==> config.mk <==
export PLATFORM = sky130hd
export DESIGN_NAME = bcd_minsec_timer
export DESIGN_NICKNAME = d
export VERILOG_FILES = /design/src/rtl/timer_pkg.sv /design/src/rtl/seg7_decode.sv /design/src/rtl/bcd_minsec_timer.sv
export SDC_FILE = /design/constraint.sdc
export NUM_CORES = 1
export LEC_CHECK = 0
export ABC_AREA = 1
export CAP_MARGIN = 20
export CORE_MARGIN = 1.5
export CORE_UTILIZATION = 54
export DETAILED_ROUTE_END_ITERATION = 7
export GPL_TIMING_DRIVEN = 1
export PLACE_DENSITY = 0.84
export SLEW_MARGIN = 20
export SYNTH_ARGS = -nofsm -noshare
export SYNTH_HDL_FRONTEND = slang
export SYNTH_HIERARCHICAL = 1
export SYNTH_SLANG_ARGS = --single-unit
==> constraint.sdc <==
create_clock -name Clock -period 3.1 [get_ports Clock]
set_clock_uncertainty 0.1 [all_clocks]
set_input_delay 0.31 -clock Clock [delete_from_list [all_inputs] [get_ports Clock]]
set_output_delay 0.31 -clock Clock [all_outputs]
set_load 0.01 [all_outputs]
==> src/rtl/timer_pkg.sv <==
// Shared types and constants for the BCD minutes:seconds timer and its
// seven-segment decoder.
package timer_pkg;

    typedef enum logic [1:0] {
        IDLE  = 2'd0,
        RUN   = 2'd1,
        PAUSE = 2'd2
    } state_t;

    typedef logic [3:0] bcd_t;

    localparam bcd_t SEC_TENS_MAX = 4'd5;
    localparam bcd_t DIGIT_MAX    = 4'd9;

    // Active-low segments, bit order {g,f,e,d,c,b,a}
    localparam logic [6:0] SEG_0     = 7'b1000000;
    localparam logic [6:0] SEG_1     = 7'b1111001;
    localparam logic [6:0] SEG_2     = 7'b0100100;
    localparam logic [6:0] SEG_3     = 7'b0110000;
    localparam logic [6:0] SEG_4     = 7'b0011001;
    localparam logic [6:0] SEG_5     = 7'b0010010;
    localparam logic [6:0] SEG_6     = 7'b0000010;
    localparam logic [6:0] SEG_7     = 7'b1111000;
    localparam logic [6:0] SEG_8     = 7'b0000000;
    localparam logic [6:0] SEG_9     = 7'b0010000;
    localparam logic [6:0] SEG_BLANK = 7'b1111111;

endpackage

==> src/rtl/seg7_decode.sv <==
// Combinational BCD digit to active-low seven-segment decoder; codes 10..15
// blank the display.
module seg7_decode
    import timer_pkg::*;
(
    input  logic [3:0] digit,
    output logic [6:0] seg
);

    always_comb begin
        seg = SEG_BLANK;
        case (digit)
            4'd0:    seg = SEG_0;
            4'd1:    seg = SEG_1;
            4'd2:    seg = SEG_2;
            4'd3:    seg = SEG_3;
            4'd4:    seg = SEG_4;
            4'd5:    seg = SEG_5;
            4'd6:    seg = SEG_6;
            4'd7:    seg = SEG_7;
            4'd8:    seg = SEG_8;
            4'd9:    seg = SEG_9;
            default: seg = SEG_BLANK;
        endcase
    end

endmodule

==> src/rtl/bcd_minsec_timer.sv <==
// BCD mm:ss timer with start/pause/clear FSM and rollover pulse.
// Define TIMER_SEG7_EN to add the HEX0..HEX3 seven-segment outputs.
module bcd_minsec_timer
    import timer_pkg::*;
#(
    parameter int MIN_MAX = 59
) (
    input  logic       Clock,
    input  logic       rst,
    input  logic       tick,
    input  logic       start_stop,
    input  logic       clr,
    output logic [3:0] sec_ones,
    output logic [3:0] sec_tens,
    output logic [3:0] min_ones,
    output logic [3:0] min_tens,
    output logic       running,
    output logic       wrap
`ifdef TIMER_SEG7_EN
    ,
    output logic [6:0] HEX0,
    output logic [6:0] HEX1,
    output logic [6:0] HEX2,
    output logic [6:0] HEX3
`endif
);

    localparam bcd_t MT_MAX = bcd_t'(MIN_MAX / 10);
    localparam bcd_t MO_MAX = bcd_t'(MIN_MAX % 10);

    state_t state, state_nxt;
    logic   cnt_en;
    logic   at_max;

    always_ff @(posedge Clock or posedge rst) begin
        if (rst) state <= IDLE;
        else     state <= state_nxt;
    end

    always_comb begin
        state_nxt = state;
        if (clr) begin
            state_nxt = IDLE;
        end else if (start_stop) begin
            case (state)
                IDLE:    state_nxt = RUN;
                RUN:     state_nxt = PAUSE;
                PAUSE:   state_nxt = RUN;
                default: state_nxt = IDLE;
            endcase
        end
    end

    always_comb begin
        running = (state == RUN);
    end

    // A tick coinciding with start_stop still counts, since the gate uses the current state
    assign cnt_en = tick && (state == RUN) && !clr;
    assign at_max = (min_tens == MT_MAX) && (min_ones == MO_MAX) &&
                    (sec_tens == SEC_TENS_MAX) && (sec_ones == DIGIT_MAX);

    always_ff @(posedge Clock or posedge rst) begin
        if (rst) begin
            sec_ones <= '0;
            sec_tens <= '0;
            min_ones <= '0;
            min_tens <= '0;
            wrap     <= 1'b0;
        end else if (clr) begin
            sec_ones <= '0;
            sec_tens <= '0;
            min_ones <= '0;
            min_tens <= '0;
            wrap     <= 1'b0;
        end else begin
            wrap <= 1'b0;
            if (cnt_en) begin
                if (at_max) begin
                    sec_ones <= '0;
                    sec_tens <= '0;
                    min_ones <= '0;
                    min_tens <= '0;
                    wrap     <= 1'b1;
                end else if (sec_ones != DIGIT_MAX) begin
                    sec_ones <= sec_ones + 4'd1;
                end else begin
                    sec_ones <= '0;
                    if (sec_tens != SEC_TENS_MAX) begin
                        sec_tens <= sec_tens + 4'd1;
                    end else begin
                        sec_tens <= '0;
                        if (min_ones != DIGIT_MAX) begin
                            min_ones <= min_ones + 4'd1;
                        end else begin
                            min_ones <= '0;
                            min_tens <= min_tens + 4'd1;
                        end
                    end
                end
            end
        end
    end

`ifdef TIMER_SEG7_EN
    seg7_decode u_hex0 (.digit(sec_ones), .seg(HEX0));
    seg7_decode u_hex1 (.digit(sec_tens), .seg(HEX1));
    seg7_decode u_hex2 (.digit(min_ones), .seg(HEX2));
    seg7_decode u_hex3 (.digit(min_tens), .seg(HEX3));
`endif

endmodule
## Word level (Yosys, flattened, before mapping)

Cells that the tools add are included.
W data, S select, Z words.

- Add/subtract/negate cells: 4
- Equality and inequality tests: 12
- Multiplexer cells: 27
- Reductions and logical operators: 13

Operators by type and width:

| kind | number |
|---|---|
| $mux W4 | 21 |
| $add A4 B1 Y4 const B | 4 |
| $ne A3 B3 Y1 const B | 3 |
| $eq A4 B3 Y1 const B | 2 |
| $eq A4 B4 Y1 const B | 2 |
| $ne A4 B4 Y1 const B | 2 |
| $logic_and A1 B1 Y1 | 5 |
| $mux W2 | 2 |
| $ne A4 B3 Y1 const B | 1 |
| $pmux W2 S2 | 1 |
| $reduce_and A4 Y1 | 1 |
| $reduce_bool A2 Y1 | 2 |
| $mux W1 | 3 |
| $reduce_and A3 Y1 | 1 |
| $eq A2 B1 Y1 const B | 1 |
| $eq A2 B2 Y1 const B | 1 |
| $logic_not A2 Y1 | 1 |
| $reduce_and A2 Y1 | 1 |
| $reduce_or A2 Y1 | 1 |
| $logic_not A1 Y1 | 1 |

- Flip-flop bits (word level): 19
- Input port bits: 5
- Output and inout bits: 18
- Word-level logic and storage cells: 62

## Logic depth before layout (Yosys ltp)

Gate-level depths: netlist of the first run.

- Depth after elaboration: 7
- Gate-level depth with buffers: 9
- Mapped depth without buffers: 9

## Worst setup path after synthesis of the first run

No wires, ideal clock.

- Path type: flip-flop to flip-flop
- Start point: register sec_ones[1]
- End point: register min_ones[2]
- Library setup time: 0.118 ns
- Data arrival time: 1.264 ns
- Data required time: 2.882 ns
- Setup slack: 1.618 ns
- Stages on the path, launching flop included: 10
- Path buffers: 0
- Clock period less this slack: 1.482 ns
- Cells stage by stage: dfrtp_1 -> inv_1 -> ha_1 -> nand3_2 -> nand2_2 -> nand2_4 -> nor2_4 -> inv_2 -> nand2_1 -> o21ai_2

- Longest elaborated chain between the ends: 5
- Elaborated cells on any way between the ends: 9
- Classes of those cells: 4 x eq/ne; 3 x mux; 2 x reduce/logical

Ends and longest elaborated chain:

| item | RTL line | RTL |
|---|---|---|
| start: declaration | bcd_minsec_timer.sv:13 | `output logic [3:0] sec_ones,` |
| start signal: assignment | bcd_minsec_timer.sv:86 | `sec_ones <= sec_ones + 4'd1;` |
| $eq A4 B4 Y1 | bcd_minsec_timer.sv:61 | `(sec_tens == SEC_TENS_MAX) && (sec_ones == DIGIT_MAX);` |
| $logic_and A1 B1 Y1 | bcd_minsec_timer.sv:61 |  |
| $mux W4 | bcd_minsec_timer.sv:79 | `if (at_max) begin` |
| $mux W4 | bcd_minsec_timer.sv:78 | `if (cnt_en) begin` |
| $mux W4 | bcd_minsec_timer.sv:70 | `end else if (clr) begin` |
| end signal: assignment | bcd_minsec_timer.sv:94 | `min_ones <= min_ones + 4'd1;` |
| end: declaration | bcd_minsec_timer.sv:15 | `output logic [3:0] min_ones,` |

Several ways; a longest one is shown, not always the timed one. The select of a mux whose other input is x is not followed.
A chain may end at the register's enable or synchronous reset.

## Worst setup path in the final report of the first run

- Start point: register state[1]
- End point: output running

- Longest elaborated chain between the ends: 1

Ends and longest elaborated chain:

| item | RTL line | RTL |
|---|---|---|
| start: declaration | bcd_minsec_timer.sv:31 | `state_t state, state_nxt;` |
| start signal: assignment | bcd_minsec_timer.sv:37 | `else state <= state_nxt;` |
| $eq A2 B1 Y1 | bcd_minsec_timer.sv:55 | `running = (state == RUN);` |
| end: declaration | bcd_minsec_timer.sv:17 | `output logic running,` |

Every way passes these cells.

==> impl_results.md, run 1 <==
* Status: complete, no violations
* Die Y at 48.4 um
* Yosys cell types at 24
* CTS tree: built
* Total negative slack at 0 ns
* Setup violators final at 0
* Fin. Hold Viols at 0
* Max Slew Vio Count at 0
* Syn_area_per_cell at 8.68 um^2
* Post-Layout Cell Count at between 150 and 200
* Clock Tree Buf Depth at 2
* Core area at roughly 1900 um^2
* Die area at 2340 um^2
* Startpoint type of the worst setup path: register
* Commonest cells after routing, fill and taps aside: clkdlybuf4s50_1, nand2_1, dfrtp_1, inv_1, nand3_1
* Min-Delay Path Class: in2async
* Layout Area Growth over Synthesis at 24.2%
* Synth area leader: dfrtp_1
* Worst Path Max Fanout at 2
* Commonest register cell after synthesis: dfrtp_1
* Total number of vias at slightly above 900
* Peak VDD IR at ~0.32 mV
* Max_cap viols at 0
* Remaining DRCs at 0
* Ys async rst share at 100%
* Commonest non-fill, non-tap cell in the layout: clkdlybuf4s50_1
* Max_slew headroom at 54.3%
* Antenna violations before repair at 0
* Cells after DPL at 176
* Final Critical Period at approximately 1.8 ns
* Leakage at around 0.62 nW
* Die width at 48.4 um
* EDFF count, synth at 0
* Number of global-route vias before repair at between 800 and 900
* Port Buffers at 22
* Routed vias/inst at slightly above 5
* Post-cts sizing count at 0
* CP arrival at around 1.4 ns
* Syn nets at 141
* Total CTS buffers at 3
* H-Tree Depth at 1
* Setup WS pre-CTS at 1.28 ns
* Register area share after synthesis at between 40 and 50%
* FILL cells at around 160
* RSZ-0062 raised after global routing: false
* Worst-Margin Slew at 0.684 ns
* CP Class: reg2out
* Dominant cells by area after synthesis: dfrtp_1, ha_1, nand2_1
* Nets@finish at roughly 170
* Initial core utilization at 57.2%
* Setup slack after layout at 1.29 ns
* Cells after synthesis at 128
* Worst EP required at 2.69 ns
* PD cells at 462 nW/um^2
* Hold buffer count at CTS at 0
* DRT iter0 DRCs at 12
* Routed WL at 2.12 mm
* N_diodes at 0
* Synth Warn # at 6
* RePlAce Congestion at 0.766
* Postcts setup bufs at 0
* Final Util at 71.1%
* Drt wl/cell at approximately 12 um
* FF+latch count, synth at 19
* Largest net degree at the start of global routing at 20
* Layout cell share with drive strength beyond 1 at 11.8%
* Post-route ant nets at 0
* Clock latency on the worst-skew pair at 0.28 ns
* Total gr overflow at 0
* Top Ports at 23
* 1st-pass router iterations at 4
* Row count at 16
* GRT Total Usage at 20.3%
* Post-synth top area share at 42.8%
* Dpl hpwl at 1.64 mm
* Mapped Area at around 1100 um^2
* Peak Freq at 551 MHz
* Worst setup EP type: output port
* First-pass GRT wire length at 3.83 mm
* Worst-path clk slew at 0.10 ns
* Clk sink count at 19
* Fin crit share at 58.5%
* CTS root buf: clkbuf_4
==> state kept, by name (all words and copies together), names as in the netlist <==
name / flops
min_ones: 4
state: 2
min_tens: 4
sec_tens: 4
wrap: 1
sec_ones: 4
==> cell usage after synthesis (3+ instances only) <==
cell / instances
a21oi_1: 3
dfrtp_1: 19
ha_1: 8
inv_1: 14
inv_2: 4
nand2_1: 20
nand2_2: 5
nand3_1: 13
nand3b_1: 3
nor2_1: 8
o21ai_0: 7
o21ai_1: 3
xnor2_1: 3
xor2_1: 4
==> layer usage <==
layer | track usage, % | share of wire, % | up-vias
met5 | 0 | 0 | -
met4 | 4.29 | 0 | 0
met3 | 3.09 | 2.6 | 0
met2 | 33.3 | 48 | 13
met1 | 28.8 | 49 | 436
li1 | - | - | 467
==> cell families (layout without fill, tap and decap cells) <==
logic type | count (synthesis) | in the layout | synth area share (%)
buffers and inverters | 19 | 44 | 7.09
adders and majority gates | 8 | 8 | 9.01
and+or+nand+nor | 58 | 58 | 27.1
DFF | 19 | 19 | 42.8
xor gates and xnor gates | 7 | 7 | 5.52
AOI/OAI and AO/OA | 17 | 17 | 8.45
==> final timing paths <==
kind	from	end	slack [ns]	cells after the start
setup / recovery	state[1]	running	1.29	4
hold / removal	rst	min_ones[2]	0.33	2
setup reg to reg	sec_ones[1]	min_ones[2]	1.49	9
hold reg to reg	sec_tens[3]	sec_tens[3]	0.46	3
max in group asynchronous	rst	sec_ones[2]	2.14	2
min in group Clock	sec_tens[3]	sec_tens[3]	0.46	3
==> report_power, final <==
part / leakage [nW] / switching, mW / total [mW] / internal, mW
Sequential: 0.257 / 0.0462 / 0.325 / 0.279
Combinational: 0.353 / 0.0916 / 0.192 / 0.100
Clock: 0.0150 / 0.0705 / 0.120 / 0.0499
Total: 0.625 / 0.208 / 0.637 / 0.429
==> cell type report <==
type	instances	area (um^2)	share of cell area, %
clock buffer	4	26.3	1.90
multi-input combinational	90	557	40.3
timing repair buffer	22	220	16.0
tap	27	33.8	2.45
sequential	19	475	34.5
inverter	18	67.6	4.90
==> per-stage QoR <==
step / power (mW) / hold WS (ns) / instance area (um^2)
final: 0.637 / 0.325 / 1380
after global routing: 0.684 / 0.402 / 1380
after CTS: 0.643 / 0.347 / 1380
after detailed placement: 0.522 / 0.445 / 1350
after global placement: 0.512 / 0.426 / 1350
after floorplan: 0.428 / 0.161 / 1110
==> worst max-delay path: stages, from the launching register on <==
cell	delay [ns]
dfrtp_1	0.39
inv_1	0.09
nand2_1	0.07
inv_1	0.05
clkdlybuf4s50_1	0.53
(Power assumes the default switching activity.)
==> run 2: changes to the inputs <==
- CORE_UTILIZATION: 54 -> 50
- PLACE_DENSITY: 0.84 -> 0.78
- clock period: 3.1 -> 1.7 ns (I/O delays scaled with it)
==> run 2 against run 1 <==
Against the previous run:
- sequential share of layout area shrank 1.2 points
- register-to-register slack worse by 1.4 ns
- die area rose by 7.5%
- via count rose by 5.5%
- final cell count grew 2.8%
- combinational power increased by 99%
- utilization is 0.22 points lower
- wire length is 11% higher
- setup slack lost 1.2 ns
- global-route usage is 1.0 points higher
- count of clock-buffer cells in the layout stayed put
- clock power rose by 91%
==> impl_results.md, run 2 (synthesis gave the netlist of run 1 again) <==
* N_diodes at 0 (unchanged)
* Post-route ant nets at 0 (unchanged)
* Commonest non-fill, non-tap cell in the layout: clkdlybuf4s50_1
* Worst-Margin Slew at 0.253 ns (-0.431 ns)
* Commonest cells after routing, fill and taps aside: clkdlybuf4s50_1, nand2_1, dfrtp_1, inv_1, nand3_1
* Crit path max-delay family: buffers and inverters
* 1st-pass router iterations at 4 (unchanged)
* Clk sink count at 19 (unchanged)
* Routed vias/inst at 5.22 (+2.6%)
* GRT Total Usage at 21.3% (+1.0 points)
* First-pass GRT wire length at 4.06 mm (+6.0%)
* Antenna violations before repair at 0 (unchanged)
* Die width at 50.1 um (+3.7%)
* DRT iter0 DRCs at 22 (+10)
* Number of global-route vias before repair at 974 (+14%)
* Fin. Hold Viols at 0 (unchanged)
* Peak VDD IR at 0.530 mV (+67%)
* Row count at 16 (unchanged)
* RSZ-0062 raised after global routing: false
* Worst setup EP type: output port
* Largest net degree at the start of global routing at 20 (unchanged)
* CP Class: reg2out
* Cell-by-cell trace of the critical path: clkdlybuf4s50_1
* CTS root buf: clkbuf_4
* Initial core utilization at 55.0% (-2.3 points)
* Area of the multi-input gates at 572 um^2 (+2.7%)
* Max Slew Vio Count at 0 (unchanged)
* Switching Share at 33.4% (+0.68 points)
* Status: complete, no violations
* Buf/Inv on CP at 1 (-2)
* H-Tree Depth at 1 (unchanged)
* Worst Path Max Fanout at 5 (+3)
* Port Buffers at 22 (unchanged)
* CP arrival at 1.36 ns (-0.04 ns)
* Sequential power share at 49.4% (-1.6 points)
* FILL cells at 159 (-2.5%)
* Worst-path clk slew at 0.10 ns (about the same)
* Total gr overflow at 0 (unchanged)
* Total number of vias at 966 (+5.5%)
* Clock latency on the worst-skew pair at 0.30 ns (+0.02 ns)
* Die Y at 50.1 um (+3.7%)
* Layout Area Growth over Synthesis at 28.9%
* Switching Power at 0.403 mW (+94%)
* CTS tree: built
* Final Critical Period at 1.63 ns
* Routed WL at 2.35 mm (+11%)
* Final Util at 70.9% (-0.22 points)
* Max stage delay on crit path at 0.58 ns (+0.05 ns)
* Power Total at 1.21 mW (+90%)
* Peak Freq at approximately 610 MHz
* Total negative slack at 0 ns (unchanged)
* Slowest stage cell, crit path: clkdlybuf4s50_1
* Setup violators final at 0 (unchanged)
* PD cells at 843 nW/um^2 (+83%)
* Total CTS buffers at 3 (unchanged)
* Hold buffer count at CTS at 0 (unchanged)
* Fin crit share at 95.9%
* Worst EP required at 1.43 ns (-1.26 ns)
* Leakage at 0.652 nW (+4.3%)
* RePlAce Congestion at 0.817 (+6.6%)
* Layout cell share with drive strength beyond 1 at 16.5% (+4.7 points)
* Min-Delay Path Class: in2async
* Clock share of power at 18.9% (about the same)
* Startpoint type of the worst setup path: register
* Nets@finish at 172 (+3.0%)
* Die area at 2510 um^2 (+7.5%)
* Drt wl/cell at 12.7 um (+7.9%)
* Clock Tree Buf Depth at 2 (unchanged)
* Register area at 477 um^2 (+0.26%)
* Max_cap viols at 0 (unchanged)
* Core area at 2020 um^2 (+4.1%)
* Top Ports at 23 (unchanged)
* Logic pwr share at 31.6% (+1.5 points)
* Dpl hpwl at 1.68 mm (+2.6%)
* Internal power at 0.805 mW (+88%)
* Max_slew headroom at 83.2% (+29 points)
* Remaining DRCs at 0 (unchanged)
==> run 2: cell types whose count changed in the layout (fill, tap and decap cells not counted), sizes merged <==
cell,previous run,this run
buf,0,5
clkdlybuf4s50,22,21
dlygate4sd2,0,1
==> run 2: layer usage <==
| metal | vias to the layer above | wire length [um] | track usage (%) |
|---|---|---|---|
| met5 | - | 0 | 0 |
| met4 | 0 | 38 | 8.80 |
| met3 | 5 | 74 | 4.46 |
| met2 | 21 | 1160 | 36.8 |
| met1 | 461 | 1070 | 25.6 |
| li1 | 479 | - | - |
==> run 2: worst paths after layout <==
path	start	to	slack (ns)	depth (start not counted)
worst max register to register	sec_ones[1]	min_ones[2]	0.13	9
min in group Clock	clr	state[0]	0.39	2
worst min register to register	sec_ones[0]	sec_ones[0]	0.45	1
worst min-delay path	rst	min_tens[1]	0.08	3
max in group asynchronous	rst	sec_ones[0]	1.20	3
worst max-delay path	sec_ones[3]	sec_ones[3]	0.07	1
==> run 2: power groups by stage <==
stage / combinational, mW / clock, mW / sequential (mW)
6_report: 0.382 / 0.229 / 0.597
3_5_place_dp: 0.353 / 0 / 0.604
4_1_cts: 0.356 / 0.237 / 0.595
5_1_grt: 0.430 / 0.255 / 0.608
2_1_floorplan: 0.169 / 0 / 0.611
3_3_place_gp: 0.343 / 0 / 0.596
==> run 2: through the flow <==
step	setup WS [ns]	cell area, um^2	hold WS, ns	instances
floorplan	0.218	1110	0.0211	128
global placement	0.100	1370	0.412	178
detailed placement	0.0599	1370	0.415	178
CTS	0.0685	1390	0.0850	182
global route	0.000847	1430	0.114	185
finish	0.0703	1430	0.0795	185
==> run 2: layout make-up <==
type / instances / share of cell area [%]
inverter: 18 / 4.72
sequential: 19 / 33.3
clock buffer: 4 / 1.83
multi-input combinational: 90 / 39.9
tap: 27 / 2.36
timing repair buffer: 27 / 17.9
==> run 2: what timing repair did <==
action                     in CTS  in global routing
setup endpoints to repair       1                  6
pin swaps                       0                  3
gates cloned                    0                  0
buffers inserted                0                  3
gates resized for setup         1                  4
